$ cat config.mk
export PLATFORM = sky130hd
export DESIGN_NAME = cos_req_arbiter
export DESIGN_NICKNAME = d
export VERILOG_FILES = /design/src/rtl/cos_req_arbiter_pkg.sv /design/src/rtl/cos_tag_pipe.sv /design/src/rtl/cos_req_arbiter.sv
export SDC_FILE = /design/constraint.sdc
export NUM_CORES = 1
export LEC_CHECK = 0
export ABC_AREA = 1
export CORE_MARGIN = 8
export CORE_UTILIZATION = 25
export CTS_BUF_LIST = sky130_fd_sc_hd__clkbuf_8 sky130_fd_sc_hd__clkbuf_16
export DETAILED_ROUTE_END_ITERATION = 8
export PLACE_DENSITY = 0.59
export SLEW_MARGIN = 20
export SYNTH_ARGS = -nofsm -noshare
export SYNTH_HDL_FRONTEND = slang
export SYNTH_HIERARCHICAL = 1
export SYNTH_SLANG_ARGS = --single-unit
export TNS_END_PERCENT = 5
$ cat constraint.sdc
create_clock -name clk -period 5.1 [get_ports clk]
set_clock_uncertainty 0.15 [all_clocks]
set_input_delay 0.765 -clock clk [delete_from_list [all_inputs] [get_ports clk]]
set_output_delay 0.765 -clock clk [all_outputs]
set_load 0.005 [all_outputs]
$ cat src/rtl/cos_req_arbiter_pkg.sv
// Shared definitions for the cosine request arbiter slice.
// Carries the datapath-wide header macros alongside typed package constants:
//   `TOTAL_WIDTH  S3.4 sample width (8)
//   `COS_LATENCY  cosine unit pipeline latency in clock edges (5)
//   `COS_ONE      1.0 in S3.4 (16)
`ifndef TOTAL_WIDTH
`define TOTAL_WIDTH 8
`endif
`ifndef COS_LATENCY
`define COS_LATENCY 5
`endif
`ifndef COS_ONE
`define COS_ONE 16
`endif

package cos_req_arbiter_pkg;
  localparam int TOTAL_W = `TOTAL_WIDTH;
  localparam int COS_LAT = `COS_LATENCY;
endpackage

$ cat src/rtl/cos_tag_pipe.sv
// Tag delay line tracking the owner of each in-flight cosine sample.
// Ports:
//   clk, rst_n          clock, asynchronous active-low reset
//   clr                 synchronous clear of every stage valid (flush)
//   in_valid, in_id     tag entering stage 0
//   out_valid, out_id   last stage, aligned with the cosine unit output
//   any_valid           at least one stage holds a live sample
module cos_tag_pipe #(
  parameter int DEPTH = 6,
  parameter int ID_W  = 2
) (
  input  logic            clk,
  input  logic            rst_n,
  input  logic            clr,
  input  logic            in_valid,
  input  logic [ID_W-1:0] in_id,
  output logic            out_valid,
  output logic [ID_W-1:0] out_id,
  output logic            any_valid
);

  logic [DEPTH-1:0]           vld;
  logic [DEPTH-1:0][ID_W-1:0] ids;

  always_ff @(posedge clk or negedge rst_n) begin
    if (!rst_n) begin
      vld <= '0;
      ids <= '0;
    end else begin
      vld <= clr ? '0 : {vld[DEPTH-2:0], in_valid};
      ids <= {ids[DEPTH-2:0], in_id};
    end
  end

  assign out_valid = vld[DEPTH-1];
  assign out_id    = ids[DEPTH-1];
  assign any_valid = |vld;

endmodule

$ cat src/rtl/cos_req_arbiter.sv
// Round-robin arbiter sharing one pipelined cosine unit among NUM_REQ
// requesters. At most one angle is accepted per cycle; results come back on
// a shared response bus tagged with the owning requester.
// Ports:
//   clk, rst_n   clock, asynchronous active-low reset
//   en           gate for new grants (in-flight samples still complete)
//   flush        synchronous discard of all in-flight samples
//   req_valid    per-requester request
//   req_angle    packed S3.4 angles, requester i at [i*W +: W]
//   req_ready    one-hot combinational grant
//   cos_x        registered angle to the cosine unit
//   cos_y        cosine unit result
//   rsp_valid    response strobe, rsp_id owner, rsp_data S3.4 result
//   idle         nothing in flight and no response being presented
module cos_req_arbiter
  import cos_req_arbiter_pkg::*;
#(
  parameter  int NUM_REQ = 4,
  parameter  int LATENCY = COS_LAT,
  localparam int ID_W    = $clog2(NUM_REQ)
) (
  input  logic                       clk,
  input  logic                       rst_n,
  input  logic                       en,
  input  logic                       flush,
  input  logic [NUM_REQ-1:0]         req_valid,
  input  logic [NUM_REQ*TOTAL_W-1:0] req_angle,
  output logic [NUM_REQ-1:0]         req_ready,
  output logic [TOTAL_W-1:0]         cos_x,
  input  logic [TOTAL_W-1:0]         cos_y,
  output logic                       rsp_valid,
  output logic [ID_W-1:0]            rsp_id,
  output logic [TOTAL_W-1:0]         rsp_data,
  output logic                       idle
);

  logic [ID_W-1:0]    ptr;
  logic [ID_W-1:0]    ptr_nxt;
  logic               gnt_found;
  logic [ID_W-1:0]    gnt_idx;
  logic [TOTAL_W-1:0] gnt_angle;
  logic               tag_valid;
  logic [ID_W-1:0]    tag_id;
  logic               tag_any;

  // Scan from ptr upward modulo NUM_REQ; first active request wins.
  always_comb begin
    int unsigned cand;
    gnt_found = 1'b0;
    gnt_idx   = '0;
    gnt_angle = '0;
    cand      = 0;
    if (en && !flush) begin
      for (int unsigned k = 0; k < NUM_REQ; k++) begin
        cand = (32'(ptr) + k) % NUM_REQ;
        if (!gnt_found && req_valid[cand]) begin
          gnt_found = 1'b1;
          gnt_idx   = ID_W'(cand);
          gnt_angle = req_angle[cand*TOTAL_W +: TOTAL_W];
        end
      end
    end
    req_ready = NUM_REQ'(gnt_found) << gnt_idx;
    ptr_nxt   = (gnt_idx == ID_W'(NUM_REQ - 1)) ? '0 : gnt_idx + 1'b1;
  end

  always_ff @(posedge clk or negedge rst_n) begin
    if (!rst_n) begin
      ptr       <= '0;
      cos_x     <= '0;
      rsp_valid <= 1'b0;
      rsp_id    <= '0;
      rsp_data  <= '0;
    end else begin
      cos_x     <= gnt_found ? gnt_angle : '0;
      if (gnt_found) ptr <= ptr_nxt;
      rsp_valid <= tag_valid && !flush;
      rsp_id    <= tag_id;
      rsp_data  <= cos_y;
    end
  end

  // LATENCY+1 stages: the last one lines up with cos_y.
  cos_tag_pipe #(
    .DEPTH(LATENCY + 1),
    .ID_W (ID_W)
  ) u_tag_pipe (
    .clk      (clk),
    .rst_n    (rst_n),
    .clr      (flush),
    .in_valid (gnt_found),
    .in_id    (gnt_idx),
    .out_valid(tag_valid),
    .out_id   (tag_id),
    .any_valid(tag_any)
  );

  assign idle = !tag_any && !rsp_valid;

endmodule
* Word-level counts from Yosys, hierarchy flattened
Index checks and enable logic that the tools add are counted. Widths: inputs -> output; s select.
Storage, ports and cells: bits in latches 0, output and inout bits 24, memories 0, memory bits (writable) 0, logic and storage cells 68, ROM bits 0, flip-flop bits (word level) 39
Cells by class: equal/unequal tests 1, bitwise logic cells 0, reductions and logical operators 13, order comparisons 4, multiply operators 0, divide/modulo/power cells 0, shift operators 5, multiplexer cells 29, add/subtract/negate cells 4
Operator list (number):
- $shiftx 32x6->8 | 4
- $mux 8 | 6
- $lt 2x3->1 const B | 4
- $mux 1 | 12
- $mux 2 | 6
- $bmux 1 s2 | 4
- $logic_and 1x1->1 | 6
- $logic_not 1->1 | 6
- $mux 6 | 1
- $reduce_or 6->1 | 1
- $add 2x1->2 const B | 2
- $add 2x2->2 const B | 2
- $shl 1x2->4 | 1
- $eq 2x2->1 const B | 1

* Logic depth before layout (Yosys ltp)
word-level depth 18, mapped depth 13, mapped depth without buffers 13

* Modules after synthesis
Netlist, hierarchy kept.
By module, submodules not included:
- cos_req_arbiter | times used 1, area each 1928.1 sq um, cells an instance 295
- cos_tag_pipe | times used 1, area each 526.8 sq um, cells an instance 36

* Worst setup path before layout
OpenSTA, ideal clock, no wires.
path kind input to output, start point in req_valid[1], end point out req_ready[0], arrival time 1.737 ns, path slack 2.448 ns, buffers on the path 1, cell stages on the path 11, cell sequence inv_1 nand2_1 nand3_1 nand2_4 nor2_8 nand3b_1 nand2_2 inv_2 buf_6 nand3_2 inv_2
On the way: word-level cells in the longest chain between the ends 17, elaborated cells on any way between the ends 28
Ends and longest elaborated chain:
- start, declared | RTL line cos_req_arbiter.sv:26 | input logic [NUM_REQ-1:0] req_valid,
- $bmux 1 s2 | RTL line cos_req_arbiter.sv:56 | if (!gnt_found && req_valid[cand]) begin
- $mux 1 (implied by the code) | RTL line cos_req_arbiter.sv:56
- $mux 1 | RTL line cos_req_arbiter.sv:56
- $mux 1 | RTL line cos_req_arbiter.sv:53 | if (en && !flush) begin
- $logic_not 1->1 | RTL line cos_req_arbiter.sv:56
- $logic_and 1x1->1 | RTL line cos_req_arbiter.sv:56
- $mux 1 | RTL line cos_req_arbiter.sv:56
- $mux 1 | RTL line cos_req_arbiter.sv:53
- [2 not listed]
- $mux 1 | RTL line cos_req_arbiter.sv:56
- $mux 1 | RTL line cos_req_arbiter.sv:53
- $logic_not 1->1 | RTL line cos_req_arbiter.sv:56
- $logic_and 1x1->1 | RTL line cos_req_arbiter.sv:56
- $mux 1 (*) | RTL line cos_req_arbiter.sv:56
- $mux 1 (*) | RTL line cos_req_arbiter.sv:53
- via gnt_found | RTL line cos_req_arbiter.sv:39 | logic gnt_found;
- $shl 1x2->4 (*) | RTL line cos_req_arbiter.sv:63 | req_ready = NUM_REQ'(gnt_found) << gnt_idx;
- end, declared | RTL line cos_req_arbiter.sv:28 | output logic [NUM_REQ-1:0] req_ready,
Mark *: on every way through the listed nets, which the timed path passes. The rest lies on a longest branch. The select of a mux whose other input is x is not followed.

* Worst setup path after layout
start point reg ptr[1], end point out req_ready[2]
On the way: word-level cells in the longest chain between the ends 17, elaborated cells on any way between the ends 31
Ends and longest elaborated chain:
- start, declared | RTL line cos_req_arbiter.sv:37 | logic [ID_W-1:0] ptr;
- start signal, assigned | RTL line cos_req_arbiter.sv:76 | if (gnt_found) ptr <= ptr_nxt;
- $bmux 1 s2 | RTL line cos_req_arbiter.sv:56
- $mux 1 (implied by the code) | RTL line cos_req_arbiter.sv:56
- $mux 1 | RTL line cos_req_arbiter.sv:56
- $mux 1 | RTL line cos_req_arbiter.sv:53
- $logic_not 1->1 | RTL line cos_req_arbiter.sv:56
- $logic_and 1x1->1 | RTL line cos_req_arbiter.sv:56
- $mux 1 | RTL line cos_req_arbiter.sv:56
- $mux 1 | RTL line cos_req_arbiter.sv:53
- [2 not listed]
- $mux 1 | RTL line cos_req_arbiter.sv:56
- $mux 1 | RTL line cos_req_arbiter.sv:53
- $logic_not 1->1 | RTL line cos_req_arbiter.sv:56
- $logic_and 1x1->1 | RTL line cos_req_arbiter.sv:56
- $mux 2 (*) | RTL line cos_req_arbiter.sv:56
- $mux 2 (*) | RTL line cos_req_arbiter.sv:53
- via gnt_idx[1] | RTL line cos_req_arbiter.sv:40 | logic [ID_W-1:0] gnt_idx;
- $shl 1x2->4 (*) | RTL line cos_req_arbiter.sv:63
Marked as above.

==> results.ini <==
[outcome]
status = finished clean

[pwr]
swShare = 0.457
power.switching_uw = 785
clkPwrFrac = 0.140
p_comb_frac = 0.624
power.total_mw = 1.72
internal-power_uw = 931
ir_drop_uv = 191
p_seq_frac = 0.236
leakage_nw = 1.60
powerDensity_nw_per_um2 = 513

[synth]
ys_seq_elements = 39
postSynthCellCount = 331
ys.warnings.count = 6
synth_area_um2 = 2450
syn_nets = 379
syn_avg_cell_area_um2 = 7.42
post_synth_num_cell_types = 23
async_reset_ff_frac = 1.00
yosysSeqAreaShare = 0.398
synth-edff-count = 0
yosys_most_used_dff = dfrtp_1

[placed_design]
dp_hpwl_mm = 4.92
dpl-instance-area_um2 = 3240
place.gp.congestion = 0.823
place.port_buffers = 71

[clocking]
numCtsBuffers = 5
cts_sinks = 39
max-clock-path-buffers = 2
cts_root_buffer = clkbuf_8
holdBufCountCts = 0
path_clk_slew_ns = 0.07
cts_resized = 0
cts_tree = yes
cts_htree_levels = 2
clk_latency_ns = 0.28
postCtsSetupRepairBufs = 0

[detailed_routing]
firstDrtPassIters = 5
drc = 0
top_layer = met4
wl_per_cell_um = 11.2
vias_per_cell = 4.15
routed_wl_mm = 5.93
num_vias = 2186
antenna_left = 0
wl_met3_um = 417
met1_length_mm = 2.85
drtIter0Drc = 93
wl_met2_mm = 2.62

[setup_path]
rrSetupSlack_ns = 2.53
worst_path_most_repeated_cell = nand2_2
ff2ff_path_depth = 12
worstPathCellList = buf_4 -> inv_2 -> nand2_1 -> nand2_2 -> nand2_2 -> nand2_4 -> nor2_8 -> nand3_4 -> nand3_1 -> nand2_2 -> inv_2 -> nand2_1 -> inv_1 -> clkdlybuf4s50_1
crit_type = reg -> out
critical-path-top-delay-family = simple AND/OR/NAND/NOR gates
cp-end-kind = primary output
cp.arrival_ns = 3.08
required_ns = 4.18
crit_buf_inv = 5
path_max_fanout = 34
critPathLaunchType = flop
slowest_stage = clkdlybuf4s50_1
max_stage_delay_ns = 0.49
r2r_end = ptr[1]$_DFFE_PN0P_
r2r_start = ptr[1]$_DFFE_PN0P_

[grt]
grt_pass1_wl_mm = 9.83
antenna_found_initial = 0
overflow = 0
track_usage = 0.0899
grt_max_degree = 59
grt_pass1_vias = 2139

[worst_hold_path]
worstHoldStart = u_tag_pipe/ids[2]$_DFF_PN0_
hold_depth = 0
hold_class = reg -> reg
hold_end = u_tag_pipe/ids[4]$_DFF_PN0_

[timing]
fin_crit_sh = 0.783
finalHoldViolCount = 0
finalSetupViolCount = 0
worstMarginPinSlew_ns = 0.811
slew_headroom = 0.459
fin_tns_setup_ns = 0
fmax_mhz = 251
slew_viol_final = 0
min_period_ns = 3.99
grt_setup_unrepaired = no

[flow_run]
maxCapViolCount = 0

[die]
io_pins = 72
fp.dieW_um = 115
floorplan.initialDensity = 0.255
rows = 36
dieHeight_um = 115
core_um2 = 9640
dieArea_um2 = 13200

[final_layout]
drive_gt1_frac = 0.109
fin_area_um2 = 3350
antenna_cells = 0
nNetsFinal = 442
area_growth_pct = 36.3

layer usage:
| layer | global-route usage | up-vias |
|---|---|---|
| met4 | 0.0184 | 0 |
| met3 | 0.0242 | 6 |
| met2 | 0.149 | 59 |
| met5 | 0 | - |
| li1 | - | 1180 |
| met1 | 0.114 | 941 |
worst max path at each step:
stage                         endpoint  cells after the start  slack [ns]               start
final                     req_ready[2]                     14        1.11  ptr[1]$_DFFE_PN0P_
after detailed placement  req_ready[2]                     13        1.26        req_valid[1]
after floorplan           req_ready[0]                     11        2.45        req_valid[1]
after CTS                 req_ready[2]                     14        1.07  ptr[1]$_DFFE_PN0P_
after global placement    req_ready[2]                     13        1.30        req_valid[1]
after global routing      req_ready[2]                     14        0.82  ptr[1]$_DFFE_PN0P_
area by class of cell:
cell class / instances / area (um2)
Clock buffer: 5 / 68.8
Fill cell: 1053 / 6290
Sequential cell: 39 / 976
Tap cell: 133 / 166
Multi-Input combinational cell: 235 / 1230
Clock inverter: 2 / 37.5
Inverter: 40 / 150
Timing Repair Buffer: 73 / 721
Yosys cell counts (2+ instances only):
master	number	share of area
inv_2	6	0.0092
o22ai_1	8	0.020
dfrtp_1	39	0.40
nor2_1	29	0.044
a21oi_1	2	0.0041
buf_6	3	0.014
buf_2	6	0.012
nand3_2	2	0.0082
clkbuf_1	6	0.0092
o21ai_2	12	0.043
nand2_4	2	0.0092
o21ai_0	54	0.11
inv_1	34	0.052
nand2_2	8	0.020
mux2i_1	16	0.065
nand3_1	7	0.014
nand2_1	90	0.14
buf_4	2	0.0061
worst reg2reg max path: stages, from the launching register on:
cell     delay, ns
dfrtp_1       0.42
buf_4         0.33
inv_2         0.14
nand2_1       0.09
nand2_2       0.29
nand2_2       0.18
nand2_4       0.09
nor2_8        0.12
nand3_4       0.21
nand3_1       0.16
nand2_2       0.09
nand2_1       0.11
nand3_1       0.08
metrics by stage:
| stage | hold slack, ns | instances | setup slack [ns] | util |
|---|---|---|---|---|
| after detailed placement | 0.185 | 520 | 1.26 | 0.336 |
| final | 0.201 | 527 | 1.11 | 0.347 |
| after global placement | 0.184 | 520 | 1.30 | 0.336 |
| after CTS | 0.202 | 527 | 1.07 | 0.347 |
| after global routing | 0.205 | 527 | 0.816 | 0.347 |
| after floorplan | 0.181 | 331 | 2.45 | - |
power by group through the flow:
| stage | registers [mW] | logic (mW) | clock network [mW] |
|---|---|---|---|
| 3_5_place_dp | 0.412 | 1.08 | 0 |
| 6_report | 0.405 | 1.07 | 0.240 |
| 5_1_grt | 0.413 | 1.21 | 0.265 |
| 3_3_place_gp | 0.410 | 1.07 | 0 |
| 2_1_floorplan | 0.414 | 0.814 | 0 |
| 4_1_cts | 0.407 | 1.08 | 0.252 |
cell families (layout without fill, tap and decap cells):
kind of cell    after synthesis  count (layout)  synth area share
simple gates                142             142             0.255
mux                          16              16            0.0652
flops                        39              39             0.398
buf+inv                      57             120             0.102
compound gates               77              77             0.180
cells in the final DEF, fill, tap and decap left out:
master | netlist | layout
nand2_1 | 90 | 90
clkdlybuf4s50_1 | 0 | 70
o21ai_0 | 54 | 54
dfrtp_1 | 39 | 39
inv_1 | 34 | 34
nor2_1 | 29 | 29
mux2i_1 | 16 | 16
o21ai_2 | 12 | 12
nand2_2 | 8 | 8
o22ai_1 | 8 | 8
nand3_1 | 7 | 7
inv_2 | 6 | 6
clkbuf_8 | 0 | 5
nand3_2 | 2 | 2
nand2_4 | 2 | 2
a21oi_1 | 2 | 2
buf_4 | 2 | 2
nor2_8 | 1 | 1
nand3_4 | 1 | 1
a31oi_1 | 1 | 1
nand3b_1 | 1 | 1
nor2_2 | 1 | 1
clkinvlp_4 | 0 | 1
bufinv_16 | 0 | 1
buf_2 | 6 | 1
sequential cells by signal (all words and copies together) (netlist names):
register and flops:
rsp_id 2, u_tag_pipe/out_id 2, rsp_data 8, u_tag_pipe/ids 10, cos_x 8, ptr 2
u_tag_pipe/vld 6, rsp_valid 1
Note: power is estimated with default switching activity, not from simulation.
